[src/rtl/fnd_scan_ctrl_if.sv]
// rtl/fnd_scan_ctrl_if.sv - Digit load/control inputs and multiplexed display bus of the scan driver
interface fnd_scan_ctrl_if;
  logic        en;
  logic        load;
  logic [15:0] digit_val;
  logic [3:0]  dp_in;
  logic        blank_lz;
  logic [6:0]  fnd;
  logic        fnd_dp;
  logic        fndsel1;
  logic        fndsel2;
  logic        fndsel3;
  logic        fndsel4;

  modport master (
    output en, load, digit_val, dp_in, blank_lz,
    input  fnd, fnd_dp, fndsel1, fndsel2, fndsel3, fndsel4
  );

  modport slave (
    input  en, load, digit_val, dp_in, blank_lz,
    output fnd, fnd_dp, fndsel1, fndsel2, fndsel3, fndsel4
  );
endinterface

[src/rtl/fnd_scan_ctrl.sv]
// rtl/fnd_scan_ctrl.sv - Tear-free 4-digit active-low 7-segment scan driver with gap and zero blanking
module fnd_scan_ctrl #(
  parameter int SCAN_DIV  = 100000,
  parameter int BLANK_GAP = 2000
) (
  input  logic           clk,
  input  logic           reset,
  fnd_scan_ctrl_if.slave bus
);
  localparam int CNT_MAX = (SCAN_DIV > BLANK_GAP) ? SCAN_DIV : BLANK_GAP;
  localparam int CW      = $clog2(CNT_MAX + 1);
  localparam logic [CW-1:0] DIV_LAST = CW'(SCAN_DIV - 1);
  localparam logic [CW-1:0] GAP_LAST = CW'((BLANK_GAP > 0) ? BLANK_GAP - 1 : 0);

  typedef enum logic [1:0] {IDLE, SHOW, GAP} state_t;

  state_t        state;
  logic [1:0]    idx;
  logic [CW-1:0] div_cnt;
  logic [15:0]   pending, shadow;
  logic [3:0]    pend_dp, shadow_dp;
  logic          pend_valid;
  logic [6:0]    fnd_r;
  logic          fnd_dp_r;
  logic [3:0]    sel_r;

  logic          go_show, take, lz;
  logic [1:0]    show_idx;
  logic [15:0]   sh_next;
  logic [3:0]    dp_next;
  logic [6:0]    seg_next;

  function automatic logic [6:0] hex_seg(input logic [3:0] v);
    case (v)
      4'h0: hex_seg = 7'b1000000;
      4'h1: hex_seg = 7'b1111001;
      4'h2: hex_seg = 7'b0100100;
      4'h3: hex_seg = 7'b0110000;
      4'h4: hex_seg = 7'b0011001;
      4'h5: hex_seg = 7'b0010010;
      4'h6: hex_seg = 7'b0000010;
      4'h7: hex_seg = 7'b1111000;
      4'h8: hex_seg = 7'b0000000;
      4'h9: hex_seg = 7'b0010000;
      4'hA: hex_seg = 7'b0001000;
      4'hB: hex_seg = 7'b0000011;
      4'hC: hex_seg = 7'b1000110;
      4'hD: hex_seg = 7'b0100001;
      4'hE: hex_seg = 7'b0000110;
      default: hex_seg = 7'b0001110;
    endcase
  endfunction

  // Digit shown after this edge, decoded from the shadow value that will be current then
  always_comb begin
    go_show = 1'b0;
    case (state)
      IDLE:    go_show = 1'b1;
      SHOW:    go_show = (div_cnt == DIV_LAST) && (BLANK_GAP == 0);
      GAP:     go_show = (div_cnt == GAP_LAST);
      default: go_show = 1'b0;
    endcase
    go_show  = go_show && bus.en;
    show_idx = (state == IDLE) ? 2'd0 : idx + 2'd1;
    take     = go_show && (show_idx == 2'd0) && pend_valid;
    sh_next  = take ? pending : shadow;
    dp_next  = take ? pend_dp : shadow_dp;
    lz       = bus.blank_lz && (show_idx != 2'd0);
    for (int j = 1; j < 4; j++) begin
      if (2'(j) >= show_idx && sh_next[4*j +: 4] != 4'd0) lz = 1'b0;
    end
    seg_next = lz ? 7'h7F : hex_seg(sh_next[{show_idx, 2'b00} +: 4]);
  end

  always_ff @(posedge clk or posedge reset) begin
    if (reset) begin
      state      <= IDLE;
      idx        <= 2'd0;
      div_cnt    <= '0;
      pending    <= 16'd0;
      pend_dp    <= 4'd0;
      shadow     <= 16'd0;
      shadow_dp  <= 4'd0;
      pend_valid <= 1'b0;
      fnd_r      <= 7'h7F;
      fnd_dp_r   <= 1'b1;
      sel_r      <= 4'hF;
    end else begin
      if (take) begin
        shadow     <= pending;
        shadow_dp  <= pend_dp;
        pend_valid <= 1'b0;
      end
      // A load coinciding with the transfer lands in pending and keeps it valid
      if (bus.load) begin
        pending    <= bus.digit_val;
        pend_dp    <= bus.dp_in;
        pend_valid <= 1'b1;
      end
      if (!bus.en) begin
        state    <= IDLE;
        idx      <= 2'd0;
        div_cnt  <= '0;
        fnd_r    <= 7'h7F;
        fnd_dp_r <= 1'b1;
        sel_r    <= 4'hF;
      end else if (go_show) begin
        state    <= SHOW;
        idx      <= show_idx;
        div_cnt  <= '0;
        fnd_r    <= seg_next;
        fnd_dp_r <= ~dp_next[show_idx];
        sel_r    <= ~(4'b0001 << show_idx);
      end else if (state == SHOW && div_cnt == DIV_LAST) begin
        state    <= GAP;
        div_cnt  <= '0;
        fnd_r    <= 7'h7F;
        fnd_dp_r <= 1'b1;
        sel_r    <= 4'hF;
      end else begin
        div_cnt  <= div_cnt + 1'b1;
      end
    end
  end

  assign bus.fnd     = fnd_r;
  assign bus.fnd_dp  = fnd_dp_r;
  assign bus.fndsel1 = sel_r[0];
  assign bus.fndsel2 = sel_r[1];
  assign bus.fndsel3 = sel_r[2];
  assign bus.fndsel4 = sel_r[3];
endmodule

[src/flat_wrapper.sv]
// flat-port wrapper written by rule: the top's interface ports become plain ports
module fnd_scan_ctrl_flat 
#(
  parameter int SCAN_DIV  = 100000,
  parameter int BLANK_GAP = 2000
)
  (clk, reset, bus_en, bus_load, bus_digit_val, bus_dp_in, bus_blank_lz, bus_fnd, bus_fnd_dp, bus_fndsel1, bus_fndsel2, bus_fndsel3, bus_fndsel4);
  fnd_scan_ctrl_if bus_i ();
  input  logic clk;
  input  logic reset;
  input wire logic [$bits(bus_i.en)-1:0] bus_en;
  input wire logic [$bits(bus_i.load)-1:0] bus_load;
  input wire logic [$bits(bus_i.digit_val)-1:0] bus_digit_val;
  input wire logic [$bits(bus_i.dp_in)-1:0] bus_dp_in;
  input wire logic [$bits(bus_i.blank_lz)-1:0] bus_blank_lz;
  output wire logic [$bits(bus_i.fnd)-1:0] bus_fnd;
  output wire logic [$bits(bus_i.fnd_dp)-1:0] bus_fnd_dp;
  output wire logic [$bits(bus_i.fndsel1)-1:0] bus_fndsel1;
  output wire logic [$bits(bus_i.fndsel2)-1:0] bus_fndsel2;
  output wire logic [$bits(bus_i.fndsel3)-1:0] bus_fndsel3;
  output wire logic [$bits(bus_i.fndsel4)-1:0] bus_fndsel4;
  assign bus_i.en = bus_en;
  assign bus_i.load = bus_load;
  assign bus_i.digit_val = bus_digit_val;
  assign bus_i.dp_in = bus_dp_in;
  assign bus_i.blank_lz = bus_blank_lz;
  assign bus_fnd = bus_i.fnd;
  assign bus_fnd_dp = bus_i.fnd_dp;
  assign bus_fndsel1 = bus_i.fndsel1;
  assign bus_fndsel2 = bus_i.fndsel2;
  assign bus_fndsel3 = bus_i.fndsel3;
  assign bus_fndsel4 = bus_i.fndsel4;
  fnd_scan_ctrl #(.SCAN_DIV(SCAN_DIV), .BLANK_GAP(BLANK_GAP)) u_core (.clk(clk), .reset(reset), .bus(bus_i));
endmodule
[config.mk]
export PLATFORM = sky130hd
export DESIGN_NAME = fnd_scan_ctrl_flat
export DESIGN_NICKNAME = d
export VERILOG_FILES = /design/src/rtl/fnd_scan_ctrl_if.sv /design/src/rtl/fnd_scan_ctrl.sv /design/src/flat_wrapper.sv
export SDC_FILE = /design/constraint.sdc
export NUM_CORES = 1
export LEC_CHECK = 0
export ABC_AREA = 0
export CAP_MARGIN = 20
export CORE_MARGIN = 8
export CORE_UTILIZATION = 25
export CTS_CLUSTER_SIZE = 14
export DETAILED_ROUTE_END_ITERATION = 7
export RECOVER_POWER = 50
export SLEW_MARGIN = 20
export SYNTH_ARGS = -nofsm -noshare
export SYNTH_HDL_FRONTEND = slang
export SYNTH_SLANG_ARGS = --single-unit
[constraint.sdc]
create_clock -name clk -period 4.3 [get_ports clk]
set_input_delay 0.86 -clock clk [delete_from_list [all_inputs] [get_ports clk]]
set_output_delay 0.86 -clock clk [all_outputs]
set_load 0.005 [all_outputs]
==> results by stage, run 1 <==
Die:
- The initialized floorplan defines 44 standard-cell rows.
- The die is 138 um wide.
- The starting density of the core is 25.5%.
- The count of pins on the block boundary is 37.
- The die covers 18900 um2.
- The total area inside the core boundary comes to 14500 um2.
- In this run the vertical extent of the chip is 138 um.

Worst setup path:
- The gate family responsible for the most delay along the worst path is simple AND/OR/NAND/NOR gates.
- The type of origin of the critical path is a register.
- Traced cell by cell, the critical path runs through or4b_4 > or4b_4 > nor3_2 > o21ai_0 > o211ai_1 > nor2_1 > ha_1 > inv_1 > mux4_2 > o22a_1.
- Along the worst path, the maximum fanout reaches 6.
- The depth of the most critical reg-to-reg path is 10.
- The standard cell with the maximum stage delay on the critical path is or4b_4.
- Among the stages of the critical path, the cell type that occurs most often is or4b_4.
- The endpoint identified for the worst register-to-register timing path is u_core.bus.fnd[3].
- STA classifies the critical path endpoint as a register.
- STA puts the critical path data required time at 4.56 ns.
- The kind of critical path is register to register.
- The number of buffers and inverters on the critical path is 1.
- The setup slack of the most critical reg-to-reg path is 0.77 ns.
- The worst register-to-register path begins at u_core.div_cnt[12].
- For this run, the slowest stage of the critical path takes 0.57 ns.
- The data arrival at the endpoint of the critical path is 3.78 ns.

Global routing:
- The global-route congestion overflow total is 0.
- The via count of the first global-routing pass came to 2897.
- The initial antenna violation count came to 0.
- Global routing used 9.68% of the available tracks across all layers.
- Entering global routing, the biggest net connects 40 pins.
- The first global-routing pass estimated 14500 um of wire.

Clock network:
- Counting the buffers created by CTS gives 9.
- No sink is reached through more buffers than the 2 on the longest clock path.
- The clock net sink count is 74.
- The CTS tree is built.
- The post-CTS repair timing setup buffer count is 0.
- The post-cts resize count is 0.
- After clock tree synthesis, the clock-pin slew on the worst setup and hold paths is 0.06 ns.
- For the worst-skew pair, the clock arrives at the later sink with an insertion delay of 0.33 ns.
- The cell sitting at the root of the clock tree is a clkbuf_16.
- The clock tree synthesis step divided the H-tree into 3 levels.
- The count of hold buffers inserted by post-cts repair is 0.

Pwr:
- The peak supply drop is 0.206 mV.
- Of the total power, the clock network draws 34.9%.
- After layout, the design draws a total of 2150 uW.
- Net switching is 28.7% of the power.
- The share of total power dissipated in combinational logic is 22.5%.
- In this run the power spent charging and discharging nets is 618 uW.
- The cell leakage power is 0.00186 uW.
- Registers are responsible for 42.6% of the overall power.
- In this run the power density over the cells is 469 nW/um2.
- The cell internal power dissipation is 1530 uW.

Placed design:
- The congestion estimate from routability-driven global placement came to 0.880.
- The total of buffers placed on input and output ports is 36.
- The detailed placer's ending HPWL is 6430 um.

Routing:
- The post-route DRC violation count is 0.
- The final layout contains routed wiring with a total length of 8720 um.
- After detailed routing, the wire length on met1 is 4020 um.
- The routed layout has 2846 vias.
- In this run the top signal layer used is met4.
- The total length of routed met2 wires is 4240 um.
- The detailed-router iteration count before antenna repair is 4.
- The remaining antenna violation count is 0.
- The DRC marker count from the first detailed-route iteration is 186.
- The detailed-route wire length per cell is 14.9 um.
- The total length of routed met3 wires is 312 um.
- The via count normalized by instance count is 4.87.

STA:
- The maximum frequency from static timing analysis is 0.284 GHz.
- The final worst clock skew is 0.00566 ns.
- The worst path in the final design needs a cycle of 3.53 ns, including I/O delays and setup.
- At the pin with the least slew margin, the transition time is 1.39 ns.
- The max-slew violation count is 0.
- Headroom to the max-slew limit came out at 7.05%.
- Setup violations remaining at the end of the flow were counted as 0.
- Of the available clock period, the critical path in the final layout requires 82.0%.
- The final setup TNS is 0 ns.
- Setup repair after global routing left no endpoint under its margin.
- The count of endpoints failing hold in the final timing report is 0.

Synthesis:
- Dividing the synthesized area by the synthesized cell count gives 10.4 um2.
- Synthesis produced 354 cells.
- Sorting the synthesized cells by area gives the leading types as dfrtp_1 (42%), mux2_2 (8.8%), dfstp_2 (8.5%), nand2_1 (4.7%), nor2_1 (3.6%).
- The most repeated cell in the gate-level netlist after synthesis is dfrtp_1.
- The number of synthesized register bits is 74.
- The post-synthesis net count is 385.
- The share of the yosys chip area belonging to registers is 50.6%.
- The count of flip-flops with a built-in enable after synthesis is 0.
- The largest area contributor in the synthesized netlist is dfrtp_1.
- The commonest cells after synthesis are dfrtp_1 (62), nand2_1 (46), nor2_1 (35).
- The most used flip-flop cell after synthesis is dfrtp_1.
- The number of distinct library cells after synthesis is 55.
- The synthesized design devotes to its leading area cell type 42.0% of total area.
- During synthesis, Yosys emitted a total of 0 warnings.
- The cell area that synthesis handed to floorplanning was 3690 um2.
- Of all flip-flops after synthesis, the portion carrying an async set or reset was 100%.

Worst hold path:
- The worst hold path terminates at u_core.div_cnt[0].
- In this run the most critical hold path is launched from u_core.div_cnt[0].
- Along the worst hold path, the cell count comes to 1.
- The class of the tightest hold or removal check is register to register.

Cells and area:
- Compared with the post-synthesis result, the final layout area differs by 24.4%.
- After the last flow step, the layout net total stands at 426.
- The antenna diode count is 0.
- The layout cell share with drive strength beyond 1 is 18.8%.
- The utilization after layout is 31.7%.
- Fill cells in the final layout number 1476.

Outcome:
- The flow ran to the end, and the final reports show no timing, DRC or antenna violations.

Run:
- Max-cap violations in this run came to 0.
## cell usage in the layout (no fill, tap or decap), drive strengths merged, types with 2 or more instances in the layout
| cell type | netlist | final |
|---|---|---|
| nor3b | 2 | 2 |
| clkdlybuf4s50 | 0 | 34 |
| o22a | 2 | 2 |
| o21a | 3 | 3 |
| nor4 | 5 | 5 |
| nand2 | 47 | 47 |
| a31oi | 4 | 4 |
| xnor2 | 6 | 6 |
| a21o | 2 | 2 |
| clkbuf | 8 | 9 |
| nor4bb | 3 | 3 |
| nor2 | 35 | 35 |
| or2 | 3 | 3 |
| a22o | 2 | 2 |
| dfstp | 12 | 12 |
| o211ai | 3 | 3 |
| nor3 | 5 | 5 |
| o31ai | 4 | 4 |
| mux2i | 4 | 4 |
| mux2 | 29 | 29 |
| a21boi | 5 | 5 |
| or3 | 5 | 5 |
| inv | 8 | 10 |
| clkinv | 0 | 3 |
| and3 | 6 | 6 |
| dfrtp | 62 | 62 |
| nand3 | 19 | 19 |
| xor2 | 10 | 10 |
| nand4 | 6 | 6 |
| a21oi | 9 | 9 |
| nand2b | 2 | 2 |
| o21ai | 16 | 16 |
| ha | 6 | 6 |
| dlygate4sd3 | 0 | 2 |
| buf | 3 | 5 |
| or4b | 3 | 3 |
## power by group through the flow
stage	logic, uW	registers [uW]	clock network (uW)
final	483	918	751
after global routing	538	933	797
after global placement	474	928	0
after floorplan	299	910	0
after detailed placement	488	931	0
after CTS	490	919	768
## layer usage
| layer | vias to the layer above | global-route usage, % |
|---|---|---|
| met5 | - | 0 |
| met4 | 0 | 4.65 |
| met3 | 9 | 2.30 |
| met2 | 59 | 15.1 |
| met1 | 1428 | 12.3 |
| li1 | 1350 | - |
## worst reg2reg max path: cells and delay by family, from the launching register on
| family | cells | cell delay (ns) |
|---|---|---|
| AOI/OAI and AO/OA | 3 | 0.56 |
| adders and majority gates | 1 | 0.33 |
| buffers and inverters | 1 | 0.05 |
| DFF | 1 | 0.44 |
| muxes | 1 | 0.45 |
| and+or+nand+nor | 4 | 1.63 |
## flip-flops by register name (all words and copies together) (netlist names)
name,count
u_core.bus.fnd,7
u_core.shadow,16
u_core.div_cnt,17
u_core.shadow_dp,4
u_core.pend_valid,1
u_core.idx,2
u_core.state,2
u_core.sel_r,4
u_core.pend_dp,4
u_core.bus.fnd_dp,1
u_core.pending,16
## cells by family after synthesis
family,synth area share [%]
simple gates,19.7
flops,50.6
compound gates,11.4
mux,10.5
buf+inv,2.00
xor+xnor,3.80
fa+ha+maj,2.03
## stage by stage
stage	setup slack, ns	instance area [um2]	hold slack (ns)	instances
3_5_place_dp	0.590	4290	0.446	568
3_3_place_gp	0.653	4290	0.442	568
6_report	0.774	4590	0.455	584
4_1_cts	0.781	4590	0.453	584
2_1_floorplan	1.11	3690	0.425	354
5_1_grt	0.555	4590	0.483	584
## worst max-delay path by stage
stage,start,endpoint,slack (ns),depth (start not counted)
finish,u_core.div_cnt[12],u_core.bus.fnd[3],0.77,10
global route,u_core.div_cnt[12],u_core.bus.fnd[3],0.56,10
CTS,u_core.div_cnt[12],u_core.bus.fnd[3],0.78,10
detailed placement,bus_en,u_core.bus.fnd[3],0.59,11
global placement,bus_en,u_core.bus.fnd[3],0.65,11
floorplan,u_core.div_cnt[12],u_core.bus.fnd[3],1.11,10
## cell type report
class	count	area (um2)	share of cell area (%)
clock buffer	9	225	4.90
clock inverter	7	77.6	1.69
inverter	8	30.0	0.654
multi-input combinational	261	1750	38.1
sequential	74	1870	40.7
tap	184	230	5.01
timing repair buffer	41	410	8.94
(Power assumes the default switching activity.)
==> run 2: changes to the inputs <==
- clock period: 4.3 -> 2.9 ns (I/O delays scaled with it)
==> run 2 against run 1 <==
Effect of this change:
- the run now ends with capacitance limit, slew limit, setup timing left
- register-to-register slack worse by 0.94 ns
- via count up 6.2%
- die area unchanged
- highest routed layer unchanged
- sequential share of layout area down 3.2 points
- sequential power up 48%
- critical path depth up 1
- largest power group unchanged
- combinational power up 83%
- clock power up 38%
- non-clock buffer count up 45
==> results by stage, run 2 (synthesis gave the netlist of run 1 again) <==
Pwr:
- The cell internal power dissipation came to 2300 uW (+50%).
- The switching power share of the total is 30.0% (+1.3 points).
- The peak supply drop was 0.252 mV (+22%).
- The clock network fraction of design power came to 31.7% (-3.2 points).
- The cell leakage power is 0.00208 uW (+12%).
- The total power is 3290 uW (+53%).
- The power spent charging and discharging nets is 987 uW (+60%).
- The sequential cell fraction of total power is 41.5% (-1.1 points).
- The power per standard cell area was 660 nW/um2 (+41%).
- The fraction of power consumed by combinational cells is 26.8% (+4.3 points).

Die:
- The horizontal die dimension was 138 um (unchanged).
- The overall die area came to 18900 um2 (unchanged).
- The count of pins on the block boundary was 37 (unchanged).
- The die boundary height is 138 um (unchanged).
- The starting density of the core came to 25.5% (unchanged).
- The placeable core area is 14500 um2 (unchanged).
- The cell row count is 44 (unchanged).

Clock network:
- The clock network latency to the later pin of the worst-skew pair is 0.34 ns (about the same).
- The buffer levels on the longest clock path is 2 (unchanged).
- The CTS tree is built.
- The count of H-tree levels built during CTS is 3 (unchanged).
- The tree is rooted in a clkbuf_16.
- The clock transition at the registers of the reported paths is 0.07 ns (about the same).
- The number of buffers inserted during clock tree synthesis is 9 (unchanged).
- The clock net sink count is 74 (unchanged).

STA:
- The part of the cycle the worst path needs is 106% (+24 points).
- The final worst clock skew is 0.00994 ns (+0.00428 ns).
- The worst path setup slack after routing is -0.166 ns (-0.941 ns).
- The final setup TNS came to -0.229 ns (-0.229 ns).
- The worst hold slack across all endpoints is 0.464 ns (+0.00976 ns).
- The worst slew slack as a fraction of its limit is -20.0% (-27 points).
- The final setup violation count was 4 (+4).
- The actual transition at the worst max-transition pin is 1.80 ns (+0.407 ns).
- The max-slew violation count is 75 (+75).
- The count of endpoints failing hold in the final timing report came to 0 (unchanged).
- The maximum frequency from static timing analysis is 0.326 GHz (+15%).
- Setup repair after global routing could not meet its margin everywhere.
- The post-route minimum period is 3.07 ns (-0.459 ns).

Routing:
- The detailed-route wire length per cell is 15.1 um (+1.3%).
- The post-route DRC violation count came to 0 (unchanged).
- The detailed-router iteration count before antenna repair is 4 (unchanged).
- The DRC marker count from the first detailed-route iteration came to 217 (+17%).
- The via count normalized by instance count is 4.81 (-1.4%).
- The total length of routed wires is 9520 um (+9.1%).
- The detailed-route via count is 3023 (+6.2%).
- The remaining antenna violation count came to 0 (unchanged).

Worst setup path:
- The type of origin of the critical path is a register.
- For this design, the slowest cell found on the critical path is or4b_4.
- The endpoint class of the critical path is a register.
- The delay contributed by the slowest stage of the critical path is 0.57 ns (about the same).
- Walking the worst path, the cells encountered are or4b_4 > nor4b_4 > buf_4 > a41o_4 > mux2i_1 > a211o_1 > inv_2 > ha_1 > inv_1 > mux4_2 > o22a_1.
- The data arrival at the endpoint of the critical path is 3.34 ns (-0.44 ns).
- The setup slack of the most critical reg-to-reg path was -0.17 ns (-0.94 ns).
- The combined buffer and inverter count along the critical path is 3 (+2).
- The gate family responsible for the most delay along the worst path is simple AND/OR/NAND/NOR gates.
- The critical-path maximum fanout is 3 (-3).
- The kind of critical path is register to register.
- The required time reported for the critical path endpoint is 3.17 ns (-1.39 ns).

Cells and area:
- The post-route cell area is 4980 um2 (+8.4%).
- u_core.div_cnt holds more flip-flops than any other register.
- The number of flip-flops under the largest register name is 17 (unchanged).
- The antenna diode count is 0 (unchanged).
- The area overhead of the layout relative to synthesis is 34.9%.
- The layout cell share with drive strength beyond 1 is 30.1% (+11 points).
- The top cell types in the final layout, fill and taps aside, are dfrtp_1 (62), buf_4 (47), nand2_1 (44), nor2_1 (34), clkdlybuf4s50_1 (34).
- The most common cell after layout, fill and taps aside is dfrtp_1.
- The largest registers in the layout are u_core.div_cnt: 17 flops, u_core.pending: 16 flops, u_core.shadow: 16 flops.
- The number of filler instances in the final layout is 1459 (-1.2%).
- The layout net count is 471 (+11%).

Placed design:
- The total of buffers placed on input and output ports is 36 (unchanged).
- The post-placement cell area is 4620 um2 (+7.6%).
- The detailed placer's ending HPWL came to 7000 um (+8.9%).
- The final weighted congestion in routability-driven placement was 0.884 (+0.51%).

Worst hold path:
- The class of the tightest hold or removal check is register to register.

Global routing:
- The via count of the first global-routing pass came to 3145 (+8.6%).
- The global-route congestion overflow total is 0 (unchanged).
- The initial antenna violation count is 0 (unchanged).
- The maximum number of pins on one net before global-route repair was 75 (+88%).
- The global-route usage over all layers is 10.6% (+0.88 points).
- The first-pass GRT wire length came to 15800 um (+8.6%).

Run:
- The count of maximum capacitance violations is 1 (+1).

Outcome:
- The flow ran to the end, but the final reports show violations.
- The checks that failed: capacitance limit, slew limit, setup timing.
==> run 2: changes by cell type in the layout (fill, tap and decap cells not counted), sizes merged <==
cell	delta
buf	+43
bufinv	-1
clkbuf	+2
clkinv	+2
inv	-1
==> run 2: metal layers <==
metal  share of wire [%]  up-vias  track usage [%]  wire, um
met3                 3.6       15             2.41       347
li1                    -     1444                -         -
met5                   0        -                0         0
met1                  46     1501             13.1      4330
met2                  49       63             17.3      4670
met4                 1.7        0             4.35       158
==> run 2: layout make-up <==
| type | count | area, um2 | share of cell area, % |
|---|---|---|---|
| timing repair buffer | 86 | 733 | 14.7 |
| sequential | 74 | 1870 | 37.5 |
| inverter | 8 | 30.0 | 0.603 |
| tap | 184 | 230 | 4.62 |
| multi-input combinational | 261 | 1840 | 37.0 |
| clock buffer | 9 | 225 | 4.52 |
| clock inverter | 7 | 52.6 | 1.06 |
==> run 2: worst register-to-register path, cell delays in order, from the launching register on <==
cell and delay [ns]:
dfrtp_1 0.39, or4b_4 0.57, nor4b_4 0.25, buf_4 0.18
a41o_4 0.23, mux2i_1 0.18, a211o_1 0.17, inv_2 0.06
ha_1 0.29, inv_1 0.05, mux4_2 0.47, o22a_1 0.17
==> run 2: timing repair <==
action,CTS,global route
pin swaps,6,5
gates cloned,0,0
hold buffers,0,0
endpoints found under the setup margin,7,7
resized for setup,7,12
buffers inserted,1,2
==> run 2: power by group through the flow <==
| stage | clock network (uW) | registers (uW) | logic, uW |
|---|---|---|---|
| after CTS | 1060 | 1370 | 847 |
| after global placement | 0 | 1380 | 805 |
| final | 1040 | 1360 | 882 |
| after global routing | 1110 | 1390 | 966 |
| after detailed placement | 0 | 1390 | 826 |
| after floorplan | 0 | 1350 | 444 |
==> run 2: through the flow <==
| step | utilization, % | std cells | worst slack (ns) |
|---|---|---|---|
| floorplan | - | 354 | -0.160 |
| global placement | 31.9 | 610 | -0.132 |
| detailed placement | 31.9 | 610 | -0.176 |
| CTS | 34.1 | 627 | -0.142 |
| global route | 34.4 | 629 | -0.239 |
| finish | 34.4 | 629 | -0.166 |
==> run 2: final timing paths <==
check,from,end,cells past startpoint
min in group asynchronous,reset,u_core.pending[7],3
max reg2reg,u_core.div_cnt[14],u_core.bus.fnd[3],11
min reg2reg,u_core.div_cnt[0],u_core.div_cnt[0],1
min,u_core.div_cnt[0],u_core.div_cnt[0],1
max in group asynchronous,reset,u_core.div_cnt[11],3
max,u_core.div_cnt[14],u_core.bus.fnd[3],11
